[src/rtl/sys_defs.sv]
// sys_defs: shared types for the retire stage and its ROB interface.
package sys_defs;

    localparam int XLEN  = 32;
    localparam int PRF_W = 6;

    typedef struct packed {
        logic             valid;
        logic [PRF_W-1:0] idx;
    } TAG;

    typedef enum logic [1:0] {BYTE, HALF, WORD, DOUBLE} MEM_SIZE;

    typedef enum logic [1:0] {IDLE, STORE, HALTED} RETIRE_STATE;

    typedef struct packed {
        logic            retire_en;
        TAG              retire_t;
        TAG              retire_t_old;
        logic            halt;
        logic            wr_mem;
        logic [4:0]      dest_reg_idx;
        logic [XLEN-1:0] NPC;
        logic [XLEN-1:0] result;
        logic [XLEN-1:0] rs2_value;
        logic            take_branch;
        MEM_SIZE         mem_size;
    } ROB_IR_PACKET;

endpackage

[src/rtl/retire.sv]
// retire: commits the ROB head, issuing stores and holding the head until granted.
module retire
    import sys_defs::*;
#(
    parameter int CNT_W = 32
) (
    input  logic             clock,
    input  logic             reset_n,
    input  ROB_IR_PACKET     rob_ir_packet,
    output logic             ir_stall,
    output logic             arch_we,
    output logic [4:0]       arch_idx,
    output TAG               arch_tag,
    output logic             free_en,
    output TAG               free_tag,
    output logic             mem_req,
    output logic [XLEN-1:0]  mem_addr,
    output logic [XLEN-1:0]  mem_data,
    output MEM_SIZE          mem_size,
    input  logic             mem_gnt,
    output logic             redirect_en,
    output logic [XLEN-1:0]  redirect_pc,
    output logic             halted,
    output logic [CNT_W-1:0] retire_cnt
);

    RETIRE_STATE state, next_state;
    logic        commit;
    logic        unused_npc;

    assign unused_npc = ^rob_ir_packet.NPC;
    assign mem_req    = state == STORE;
    assign halted     = state == HALTED;

    // The head entry stays on rob_ir_packet while stalled, so a granted store
    // commits using the live packet fields.
    always_comb begin
        next_state = state;
        ir_stall   = 1'b0;
        commit     = 1'b0;
        unique case (state)
            IDLE: begin
                ir_stall   = rob_ir_packet.retire_en & rob_ir_packet.wr_mem;
                commit     = rob_ir_packet.retire_en & ~rob_ir_packet.wr_mem;
                next_state = ir_stall ? STORE : (commit & rob_ir_packet.halt) ? HALTED : IDLE;
            end
            STORE: begin
                ir_stall   = ~mem_gnt;
                commit     = mem_gnt;
                next_state = mem_gnt ? (rob_ir_packet.halt ? HALTED : IDLE) : STORE;
            end
            default: ir_stall = 1'b1;
        endcase
    end

    always_ff @(posedge clock or negedge reset_n) begin
        if (!reset_n) begin
            state       <= IDLE;
            mem_addr    <= '0;
            mem_data    <= '0;
            mem_size    <= BYTE;
            arch_we     <= 1'b0;
            arch_idx    <= '0;
            arch_tag    <= '0;
            free_en     <= 1'b0;
            free_tag    <= '0;
            redirect_en <= 1'b0;
            redirect_pc <= '0;
            retire_cnt  <= '0;
        end else begin
            state       <= next_state;
            if (state == IDLE && ir_stall) begin
                mem_addr <= rob_ir_packet.result;
                mem_data <= rob_ir_packet.rs2_value;
                mem_size <= rob_ir_packet.mem_size;
            end
            arch_we     <= commit & rob_ir_packet.retire_t.valid & (rob_ir_packet.dest_reg_idx != 5'd0);
            free_en     <= commit & rob_ir_packet.retire_t_old.valid;
            redirect_en <= commit & rob_ir_packet.take_branch;
            if (commit) begin
                arch_idx    <= rob_ir_packet.dest_reg_idx;
                arch_tag    <= rob_ir_packet.retire_t;
                free_tag    <= rob_ir_packet.retire_t_old;
                redirect_pc <= rob_ir_packet.result;
            end
            retire_cnt  <= retire_cnt + CNT_W'(commit);
        end
    end

endmodule

[config.mk]
export PLATFORM = sky130hd
export DESIGN_NAME = retire
export DESIGN_NICKNAME = d
export VERILOG_FILES = /design/src/rtl/sys_defs.sv /design/src/rtl/retire.sv
export SDC_FILE = /design/constraint.sdc
export NUM_CORES = 1
export LEC_CHECK = 0
export CORE_MARGIN = 5
export CORE_UTILIZATION = 41
export DETAILED_ROUTE_END_ITERATION = 8
export PLACE_DENSITY = 0.8
export SETUP_SLACK_MARGIN = 0.1
export SYNTH_ARGS = -nofsm -noshare
export SYNTH_HDL_FRONTEND = slang
export SYNTH_SLANG_ARGS = --single-unit
[constraint.sdc]
create_clock -name clock -period 3.2 [get_ports clock]
set_input_delay 0.96 -clock clock [delete_from_list [all_inputs] [get_ports clock]]
set_output_delay 0.96 -clock clock [all_outputs]
set_load 0.02 [all_outputs]
# Word-level counts from Yosys, hierarchy flattened

Index checks and enable logic that the tools add are counted.

Word-level logic and storage cells: 37
Register bits: 154
Input bits: 124
Output and inout port bits: 155

Reductions and logical operators: 4
Equal/unequal tests: 2
$add $sub $neg: 1
Bitwise operators: 9
Muxes and demuxes: 7

Operator list:

| kind                 | count |
|---|---|
| $add A32 B1 Y32      | 1 |
| $mux W2              | 4 |
| $and A1 B1 Y1        | 7 |
| $reduce_bool A5 Y1   | 1 |
| $pmux W1 S2          | 2 |
| $pmux W2 S2          | 1 |
| $eq A2 B1 Y1 const B | 1 |
| $eq A2 B2 Y1 const B | 1 |
| $logic_not A2 Y1     | 1 |
| $not A1 Y1           | 2 |
| $reduce_bool A2 Y1   | 1 |
| $logic_and A1 B1 Y1  | 1 |

# Longest topological paths before layout

Gate-level depths: netlist of the first run.

Depth in word-level cells: 6
Mapped depth: 10
Gate-level depth less buffers: 9

# Worst setup path after synthesis of the first run

Ideal clock, no wire load.

Path kind: input to register
Start: input port rob_ir_packet[104] (netlist bit)
End: register retire_cnt[24]
Path slack: 0.184 ns
Stages: 10
Arrival: 2.886 ns
Setup time: 0.130 ns
Cells stage by stage: nor2_1 a22oi_1 nor2_2 buf_2 ha_1 ha_1 nand4_1 nor4_4 nand4_1 xnor2_1

Word-level cells in the longest chain between the ends: 4

RTL lines:

| item                 | RTL line     | RTL |
|---|---|---|
| from (decl)          | retire.sv:9  | `input ROB_IR_PACKET rob_ir_packet,` |
| $not A1 Y1           | retire.sv:44 | `commit = rob_ir_packet.retire_en & ~rob_ir_packet.wr_mem;` |
| $and A1 B1 Y1        | retire.sv:44 |  |
| $pmux W1 S2          | retire.sv:41 | `unique case (state)` |
| $add A32 B1 Y32      | retire.sv:86 | `retire_cnt <= retire_cnt + CNT_W'(commit);` |
| to (signal assigned) | retire.sv:86 |  |
| to (decl)            | retire.sv:24 | `output logic [CNT_W-1:0] retire_cnt` |

Every way passes these cells.
A chain may end at the register's enable or synchronous reset.

# Final worst setup path of the first run

Start: input port rob_ir_packet[120] (netlist bit)
End: output port ir_stall

Word-level cells in the longest chain between the ends: 2

RTL lines:

| item          | RTL line     | RTL |
|---|---|---|
| $and A1 B1 Y1 | retire.sv:43 | `ir_stall = rob_ir_packet.retire_en & rob_ir_packet.wr_mem;` |
| $pmux W1 S2   | retire.sv:41 |  |
| to (decl)     | retire.sv:10 | `output logic ir_stall,` |

Every way passes these cells.

==> metrics.md, run 1 <==
| Metric | Value |
|---|---|
| Status | `finished clean` |
| # fillers | `1075` |
| CTS tree | `built` |
| Drt wl/cell | `18.4 µm` |
| Fraction of layout cells with a size suffix above 1 | `25.2%` |
| Post-route minimum period | `3010 ps` |
| YS warnings | `0` |
| Width of the die | `131 µm` |
| Die area | `17300 µm²` |
| Area leader, netlist | `dfrtp_1` |
| Top Family by Delay on Critical Path | `buffers and inverters` |
| DR iter-0 viols | `177` |
| Pint | `5.89 mW` |
| Critical path type | `in -> out` |
| Seq cells post-synth | `154` |
| Worst EP required | `2240 ps` |
| Number of nets in the layout | `786` |
| Clk pwr share | `23.9%` |
| RSZ-0062 raised after global routing | `false` |
| Vias/cell | `4.95` |
| Drt total wl | `15700 µm` |
| Ports | `279` |
| Rows | `44` |
| Antenna diodes | `0` |
| Critical Path AT | `2050 ps` |
| Initial Utilization | `41.7%` |
| Remaining Overflow, GRT | `0` |
| Routability cong. | `0.820` |
| Leak pwr | `4.09 nW` |
| Final Hold Vio Count | `0` |
| P per Cell Area | `920 nW/µm²` |
| Fin. max-slew vios | `0` |
| Port bufs | `246` |
| Mean post-synth cell area | `15.4 µm²` |
| Psw | `2.78 mW` |
| Worst path bufs/invs | `2` |
| Later-pin clock latency in the skew report | `410 ps` |
| Slew margin rel. | `65.2%` |
| Worst Reg2Reg Path Length in Cells | `10` |
| Syn Std Cell Area | `6040 µm²` |
| Hold WC Path Type | `reg -> reg` |
| Area delta synth->final | `55.9%` |
| FF-to-FF Start | `state[0]` |
| First-pass GRT wire length | `25800 µm` |
| WHS Endpoint | `retire_cnt[31]` |
| Worst-path fanout max | `2` |
| Placed wire-length estimate | `12000 µm` |
| GR Layer Usage met2 | `31.5%` |
| Initial antenna violation count | `0` |
| Tcrit/Tclk final | `94.0%` |
| Root buffer cell | `clkbuf_16` |
| Syn Inst Count | `393` |
| Syn nets | `520` |
| Post-synthesis sequential area ratio | `63.8%` |
| Maximum clock rate | `333 MHz` |
| Multi-input logic area | `2120 µm²` |
| Met3 usage | `9.25%` |
| Flop-to-flop setup slack | `990 ps` |
| Drt first pass iters | `4` |
| Antenna Nets Post-Route | `0` |
| Core area | `14500 µm²` |
| Placed Cells | `824` |
| Final setup violation count | `0` |
| Pin slew with the least headroom to its limit | `518 ps` |
| Post-route DRC violation count | `0` |
| Sum Neg Setup Slack | `0 ps` |
| Crit path cell chain | `clkdlybuf4s50_1 -> a21oi_1 -> a21oi_1 -> or2_2 -> buf_2` |
| Maximum Capacitance Violations | `0` |
| Most frequent cell on the critical path | `a21oi_1` |
| Hold_sp | `retire_cnt[31]` |
| Met1 Use GR | `20.9%` |
| RR Endpoint | `retire_cnt[30]` |
| Vias in the first global route | `4669` |
| Synth cell types | `33` |
| Clock slew at reported path FFs | `60 ps` |
| Worst vdd ir | `593 µV` |
| Cell Count, Final, Fillers Out | `855` |
| Final Skew | `6.03 ps` |
| Clock sinks | `154` |
| Vias | `4229` |
| Area contributors post-synth | `dfrtp_1 (64%), mux2_2 (21%), xnor2_1 (2.3%)` |
| Largest net degree at the start of global routing | `66` |
| Sequential fraction of design power | `36.0%` |
| Num CTS Buffers | `17` |
| Logic gate share of total power | `40.1%` |
| Crit path capture type | `output port` |
| Slowest stage cell on the critical path | `clkdlybuf4s50_1` |
| Die height | `131 µm` |
| Clk buf depth | `2` |
| CP Launch Type | `primary input` |
| Net Sw Frac | `32.1%` |
| Top cell type's share of synthesized area | `63.8%` |
| Hold depth | `1` |
| CTS H-tree depth | `4` |
| Gr usage total | `18.6%` |
| CP peak stage delay | `430 ps` |
| GR peak layer | `met2` |
| FF/Latch Area | `3850 µm²` |
## worst reg2reg max path, cell delays in order, from the launching register on
cell and delay, ps:
dfrtp_1 460, nor2_1 130, a22oi_1 130, nor2_4 130, ha_1 190, ha_1 180
nand4_1 180, nor4_4 240, buf_4 200, nand4_1 120, xnor2_1 140
## Yosys cell counts
cell / count
nand2_1: 9
or2_2: 1
nand4_1: 11
o311a_1: 1
nand3_1: 9
nor2_1: 8
dfrtp_1: 154
mux2_2: 113
and4_1: 5
buf_2: 10
nor2_2: 1
mux2_1: 4
nor4_4: 3
a22oi_1: 1
clkbuf_1: 3
ha_1: 3
nand2b_1: 1
inv_1: 3
nor2b_1: 2
a21o_1: 1
buf_6: 1
nor3_2: 1
or3_1: 2
nand4_4: 1
xor2_1: 14
and3_1: 6
nor4_2: 1
o21bai_1: 1
nand4_2: 1
nor3_1: 2
and2_1: 2
xnor2_1: 16
a21oi_1: 2
## cell type report
| class | count | share of cell area, % |
|---|---|---|
| flip-flops and latches | 154 | 40.9 |
| repair buffers | 261 | 27.6 |
| multi-input cells | 222 | 22.5 |
| clock buffers | 24 | 5.33 |
| well taps | 184 | 2.44 |
| clock inverters | 7 | 1.20 |
| inverters | 3 | 0.120 |
## worst max-delay path by stage
stage                       start              to  depth (start not counted)
2_1_floorplan  rob_ir_packet[104]  retire_cnt[24]                         10
3_3_place_gp   rob_ir_packet[120]        ir_stall                          5
3_5_place_dp   rob_ir_packet[120]        ir_stall                          5
4_1_cts        rob_ir_packet[120]        ir_stall                          5
5_1_grt        rob_ir_packet[120]        ir_stall                          5
6_report       rob_ir_packet[120]        ir_stall                          5
## registers in the layout, summed over array words and instances (netlist names)
| register | cells |
|---|---|
| mem_data | 32 |
| free_en | 1 |
| mem_addr | 32 |
| state | 2 |
| free_tag | 7 |
| redirect_en | 1 |
| retire_cnt | 32 |
| arch_idx | 5 |
| mem_size | 2 |
| arch_we | 1 |
| arch_tag | 7 |
| redirect_pc | 32 |
## through the flow
| step | power, mW | worst slack, ps | util [%] | hold WS (ps) | instance area, µm² |
|---|---|---|---|---|---|
| finish | 8.67 | 193 | 65.1 | 464 | 9420 |
| floorplan | 4.68 | 184 | - | 547 | 6040 |
| global route | 9.10 | 113 | 65.1 | 472 | 9420 |
| CTS | 8.79 | 181 | 65.1 | 466 | 9420 |
| global placement | 6.57 | -218 | 60.9 | 453 | 8810 |
| detailed placement | 6.68 | -198 | 60.9 | 457 | 8810 |
## cells in the final DEF, fill, tap and decap left out, types with 8 or more instances in the layout
master and count:
buf_4 13, xnor2_1 16, mux2_2 113, clkbuf_16 17
nand4_1 11, nand2_1 9, nor2_1 8, xor2_1 14
dfrtp_1 154, clkdlybuf4s50_1 244, nand3_1 9
## power groups by stage
stage / registers [mW] / clock network (mW) / logic, mW
finish: 3.12 / 2.07 / 3.48
global route: 3.23 / 2.21 / 3.65
CTS: 3.14 / 2.12 / 3.53
detailed placement: 3.16 / 0 / 3.52
global placement: 3.10 / 0 / 3.47
floorplan: 4.04 / 0 / 0.639
## layer usage
layer / share of wire (%) / vias up
li1: - / 1923
met3: 9.5 / 23
met2: 52 / 160
met5: 0 / -
met4: 1.8 / 0
met1: 37 / 2123
## cell families (layout without fill, tap and decap cells)
kind of cell	Yosys count	after routing	synth area share, %
AND/OR/NAND/NOR	66	66	7.37
multiplexers	117	117	21.8
flip-flops	154	154	63.8
buffers and inverters	17	295	1.39
AO/OA/AOI/OAI	6	6	0.704
adder cells (fa/ha/maj)	3	3	0.621
XOR/XNOR	30	30	4.35
## what timing repair did
| action | 4_1_cts | 5_1_grt |
|---|---|---|
| hold buffers | 0 | 0 |
| setup endpoints to repair | 1 | 0 |
| resized for setup | 4 | 0 |
| setup buffers | 0 | 0 |
Power figures use the tool's default switching activity.
==> run 2: changes to the inputs <==
RECOVER_POWER = 100   (was default)
==> metrics.md, run 2 (same netlist as run 1, synthesis figures left out) <==
| Metric | Value |
|---|---|
| Status | `finished clean` |
| Die height | `131 µm (unchanged)` |
| Power Total | `8.35 mW (-3.7%)` |
| Area delta synth->final | `54.0%` |
| Hold Slack | `457 ps (-7.13 ps)` |
| Maximum Capacitance Violations | `0 (unchanged)` |
| Width of the die | `131 µm (unchanged)` |
| Hold WC Path Type | `reg -> reg` |
| Worst-path fanout max | `2 (unchanged)` |
| Final Hold Vio Count | `0 (unchanged)` |
| Slowest stage cell on the critical path | `clkdlybuf4s50_1` |
| Core area | `14500 µm² (unchanged)` |
| CP Launch Type | `primary input` |
| Crit path cell chain | `clkdlybuf4s50_1 -> a21oi_1 -> a21oi_1 -> or2_2 -> clkbuf_2` |
| Pin slew with the least headroom to its limit | `1390 ps (+873 ps)` |
| P per Cell Area | `897 nW/µm² (-2.5%)` |
| Drt wl/cell | `18.4 µm (+0.31%)` |
| Post-route minimum period | `3010 ps (+2.60 ps)` |
| CP peak stage delay | `430 ps (about the same)` |
| Routability cong. | `0.820 (unchanged)` |
| Die area | `17300 µm² (unchanged)` |
| # fillers | `1099 (+2.2%)` |
| Vias/cell | `4.99 (+0.97%)` |
| Post-CTS setup buffer count | `0 (unchanged)` |
| DR iter-0 viols | `157 (-11%)` |
| Worst EP required | `2240 ps (about the same)` |
| Post-place instance area | `8810 µm² (unchanged)` |
| Fraction of layout cells with a size suffix above 1 | `23.4% (-1.8 points)` |
| Initial antenna violation count | `0 (unchanged)` |
| Worst vdd ir | `569 µV (-3.9%)` |
| Port bufs | `246 (unchanged)` |
| Remaining Overflow, GRT | `0 (unchanged)` |
| Antenna Nets Post-Route | `0 (unchanged)` |
| Drt first pass iters | `4 (unchanged)` |
| Vias in the first global route | `4669 (unchanged)` |
| Later-pin clock latency in the skew report | `410 ps (about the same)` |
| Placed wire-length estimate | `12000 µm (unchanged)` |
| Clock slew at reported path FFs | `60 ps (about the same)` |
| Final setup violation count | `0 (unchanged)` |
| Clock sinks | `154 (unchanged)` |
| Critical path type | `in -> out` |
| Maximum clock rate | `332 MHz (about the same)` |
| First-pass GRT wire length | `25800 µm (unchanged)` |
| Num CTS Buffers | `17 (unchanged)` |
| Slew margin rel. | `7.21% (-58 points)` |
| Rows | `44 (unchanged)` |
| Initial Utilization | `41.7% (unchanged)` |
| Finished layout cell area | `9310 µm² (-1.2%)` |
| Fin. max-slew vios | `0 (unchanged)` |
| Most frequent cell on the critical path | `a21oi_1` |
| Leak pwr | `4.23 nW (+3.6%)` |
| Final Skew | `6.29 ps (+0.266 ps)` |
| RSZ-0062 raised after global routing | `false` |
| Tcrit/Tclk final | `94.1% (about the same)` |
| Antenna diodes | `0 (unchanged)` |
| Crit path capture type | `output port` |
| Largest net degree at the start of global routing | `66 (unchanged)` |
| Root buffer cell | `clkbuf_16` |
| Gr usage total | `18.6% (unchanged)` |
| Number of nets in the layout | `786 (unchanged)` |
| Vias | `4270 (+0.97%)` |
| Clk buf depth | `2 (unchanged)` |
| Most frequent cells in the layout | `dfrtp_1 (154), dlygate4sd3_1 (154), mux2_2 (113)` |
| CTS tree | `built` |
| CTS H-tree depth | `4 (unchanged)` |
| Post-route DRC violation count | `0 (unchanged)` |
| Critical Path AT | `2050 ps (about the same)` |
| Drt total wl | `15800 µm (+0.31%)` |
| Ports | `279 (unchanged)` |
-- run 2: changes by cell type in the layout (fill, tap and decap cells not counted), moves of 2 or more --
cell and delta:
clkbuf_2 +5, clkbuf_4 +3, clkdlybuf4s50_1 -154, buf_4 -11, nor4_4 -2, dlygate4sd3_1 +154, clkbuf_1 +7, nor4_1 +3
buf_12 -2
-- run 2: area by class of cell --
class | instances | area [µm²] | area share, %
tap | 184 | 230 | 2.47
timing repair buffer | 261 | 2530 | 27.2
clock buffer | 24 | 502 | 5.39
sequential | 154 | 3850 | 41.4
multi-input combinational | 222 | 2070 | 22.2
clock inverter | 7 | 113 | 1.21
inverter | 3 | 11.3 | 0.121
-- run 2: where the power goes --
part | leakage [nW] | switching, mW | internal [mW]
Clock | 0.302 | 0.749 | 1.32
Combinational | 2.00 | 1.61 | 1.58
Sequential | 1.93 | 0.384 | 2.70
Total | 4.23 | 2.75 | 5.61
-- run 2: what timing repair did --
| action | in CTS | in global routing |
|---|---|---|
| endpoints found under the hold margin | 0 | 0 |
| endpoints found under the setup margin | 1 | 0 |
| gates resized for setup | 4 | 0 |
| hold buffers | 0 | 0 |
-- run 2: worst paths after layout --
| check | startpoint | to | slack (ps) | cells past startpoint |
|---|---|---|---|---|
| setup / recovery | rob_ir_packet[120] | ir_stall | 190 | 5 |
| hold / removal | retire_cnt[31] | retire_cnt[31] | 460 | 1 |
| setup reg to reg | state[1] | mem_addr[9] | 890 | 3 |
| hold reg to reg | retire_cnt[31] | retire_cnt[31] | 460 | 1 |
| max in group asynchronous | reset_n | retire_cnt[4] | 630 | 2 |
| min in group asynchronous | reset_n | retire_cnt[11] | 870 | 1 |
-- run 2: worst max-delay path: cells and delay by family --
family | cells | cell delay (ps)
compound gates | 2 | 200
buf+inv | 2 | 600
simple gates | 1 | 280
-- run 2: metal layers --
layer  GRT usage [%]  part of all wire (%)  up-vias
met3            9.25                   9.5       19
li1                -                     -     1928
met5               0                     0        -
met4            5.09                   1.7        0
met1            20.9                    37     2153
met2            31.5                    52      170
-- run 2: metrics by stage --
stage	TNS, ps	std cells	setup WS [ps]	utilization, %
6_report	0	855	190	64.3
5_1_grt	0	855	57.5	64.3
4_1_cts	0	855	181	65.1
3_5_place_dp	-393	824	-198	60.9
3_3_place_gp	-218	824	-218	60.9
2_1_floorplan	0	393	184	-
==> run 3: changes to the inputs <==
CELL_PAD_IN_SITES_DETAIL_PLACEMENT = 1   (was default)
CELL_PAD_IN_SITES_GLOBAL_PLACEMENT = 1   (was default)
CORE_UTILIZATION = 32   (was 41)
PLACE_DENSITY = default   (was 0.8)
PLACE_DENSITY_LB_ADDON = 0.1   (was default)
==> metrics.md, run 3 (same netlist as run 1, synthesis figures left out) <==
| Metric | Value |
|---|---|
| FF-to-FF Start | `state[0]` |
| CTS tree | `built` |
| Width of the die | `147 µm (+12%)` |
| Drt first pass iters | `4 (unchanged)` |
| Maximum clock rate | `334 MHz (+0.55%)` |
| RR Endpoint | `redirect_pc[23]` |
| Later-pin clock latency in the skew report | `420 ps (about the same)` |
| Most frequent cells in the layout | `dfrtp_1 (154), dlygate4sd3_1 (154), mux2_2 (113)` |
| Post-CTS setup buffer count | `0 (unchanged)` |
| Status | `finished with violations` |
| Crit path capture type | `output port` |
| Leak pwr | `4.21 nW (-0.66%)` |
| Die height | `147 µm (+12%)` |
| Hold depth | `1 (unchanged)` |
| Remaining Overflow, GRT | `0 (unchanged)` |
| Worst EP required | `2240 ps (about the same)` |
| Cell Count, Final, Fillers Out | `909 (+6.3%)` |
| Port bufs | `246 (unchanged)` |
| WHS Endpoint | `free_tag[4]` |
| Clk buf depth | `2 (unchanged)` |
| Crit path cell chain | `clkdlybuf4s50_1 -> a21oi_1 -> a21oi_1 -> or2_2 -> clkbuf_2` |
| CP Launch Type | `primary input` |
| Vias in the first global route | `4897 (+4.9%)` |
| Most frequent cell on the critical path | `a21oi_1` |
| FF/Latch Area | `3850 µm² (unchanged)` |
| Drt total wl | `17600 µm (+12%)` |
| Fin. max-slew vios | `0 (unchanged)` |
| Post-route DRC violation count | `0 (unchanged)` |
| Vias | `4248 (-0.52%)` |
| Ports | `279 (unchanged)` |
| Root buffer cell | `clkbuf_16` |
| DR iter-0 viols | `92 (-41%)` |
| Antenna Nets Post-Route | `0 (unchanged)` |
| Pre-CTS setup slack | `-195 ps (+3.58 ps)` |
| Sum Neg Setup Slack | `0 ps (unchanged)` |
| Flop-to-flop setup slack | `860 ps (-30 ps)` |
| Pin slew with the least headroom to its limit | `1490 ps (+100 ps)` |
| Failing checks | `capacitance limit` |
| Number of nets in the layout | `788 (+0.25%)` |
| Maximum Capacitance Violations | `1 (+1)` |
| Tcrit/Tclk final | `93.5% (-0.52 points)` |
| Gr usage total | `16.6% (-2.0 points)` |
| Final Hold Vio Count | `0 (unchanged)` |
| Post-route minimum period | `2990 ps (-16.6 ps)` |
| Initial Utilization | `32.4% (-9.3 points)` |
| RSZ-0062 raised after global routing | `false` |
| Worst Reg2Reg Path Length in Cells | `6 (+3)` |
| First-pass GRT wire length | `27700 µm (+7.4%)` |
| Fraction of layout cells with a size suffix above 1 | `23.6% (+0.19 points)` |
| Slowest stage cell on the critical path | `clkdlybuf4s50_1` |
| Rows | `50 (+14%)` |
| Power Total | `8.30 mW (-0.61%)` |
| Critical Path AT | `2030 ps (-20 ps)` |
| Hold WC Path Type | `reg -> reg` |
| Final Skew | `7.25 ps (+0.955 ps)` |
| Routability cong. | `0.724 (-12%)` |
| Worst vdd ir | `410 µV (-28%)` |
| Final setup violation count | `0 (unchanged)` |
| P per Cell Area | `887 nW/µm² (-1.1%)` |
| Placed wire-length estimate | `13100 µm (+9.4%)` |
| Worst-path fanout max | `2 (unchanged)` |
| CP peak stage delay | `420 ps (about the same)` |
| Core area | `18600 µm² (+29%)` |
| Utilization after layout | `50.2% (-14 points)` |
| CTS H-tree depth | `4 (unchanged)` |
| Critical path type | `in -> out` |
| Drt wl/cell | `19.4 µm (+5.0%)` |
| Initial antenna violation count | `1 (+1)` |
| Largest net degree at the start of global routing | `58 (-12%)` |
| Hold_sp | `free_tag[4]` |
| Placed Cells | `876 (+6.3%)` |
| Slew margin rel. | `0.508% (-6.7 points)` |
| Vias/cell | `4.67 (-6.4%)` |
| # fillers | `1885 (+72%)` |
| Clock sinks | `154 (unchanged)` |
| Final worst slack | `207 ps (+16.6 ps)` |
| Num CTS Buffers | `17 (unchanged)` |
| Clock slew at reported path FFs | `60 ps (about the same)` |
| Die area | `21700 µm² (+26%)` |
| Multi-input logic area | `2050 µm² (-0.97%)` |
| Area delta synth->final | `54.8%` |
[run 3: critical path, delay by kind of cell]
| kind | cells | cell delay [ps] |
|---|---|---|
| compound gates | 2 | 210 |
| buf+inv | 2 | 580 |
| simple gates | 1 | 280 |
[run 3: per-layer routing]
metal  wire length [µm]  share of wire, %  track usage [%]
met5                  0                 0                0
met4                411               2.3             5.82
met3               1780                10             8.89
met2               8790                50             27.8
met1               6630                38             17.9
[run 3: power breakdown]
part	internal, mW	leakage [nW]	switching (mW)
registers	2.70	1.93	0.376
logic	1.58	2.00	1.66
clock network	1.19	0.273	0.790
[run 3: cell type report]
| cell class | instances | area share, % |
|---|---|---|
| Multi-Input combinational cell | 222 | 21.9 |
| Inverter | 3 | 0.120 |
| Timing Repair Buffer | 263 | 27.4 |
| Clock inverter | 10 | 1.26 |
| Clock buffer | 22 | 4.96 |
| Tap cell | 234 | 3.13 |
| Antenna cell | 1 | 0.0267 |
| Sequential cell | 154 | 41.2 |
[run 3: how the worst max path moves through the flow]
stage | start | endpoint | slack [ps]
final | rob_ir_packet[120] | ir_stall | 210
after global routing | rob_ir_packet[104] | redirect_pc[20] | 80
after CTS | rob_ir_packet[120] | ir_stall | 190
after detailed placement | rob_ir_packet[120] | ir_stall | -190
after global placement | rob_ir_packet[120] | ir_stall | -200
after floorplan | rob_ir_packet[104] | retire_cnt[24] | 180
[run 3: what timing repair did]
item | CTS | global route
setup endpoints to repair | 1 | 0
resized for setup | 4 | 0
hold buffers | 0 | 0
hold endpoints to repair | 0 | 0
[run 3: per-stage QoR]
stage	area, µm²	hold slack (ps)
final	9360	477
after global routing	9360	510
after CTS	9470	491
after detailed placement	8890	476
after global placement	8890	468
after floorplan	6040	547
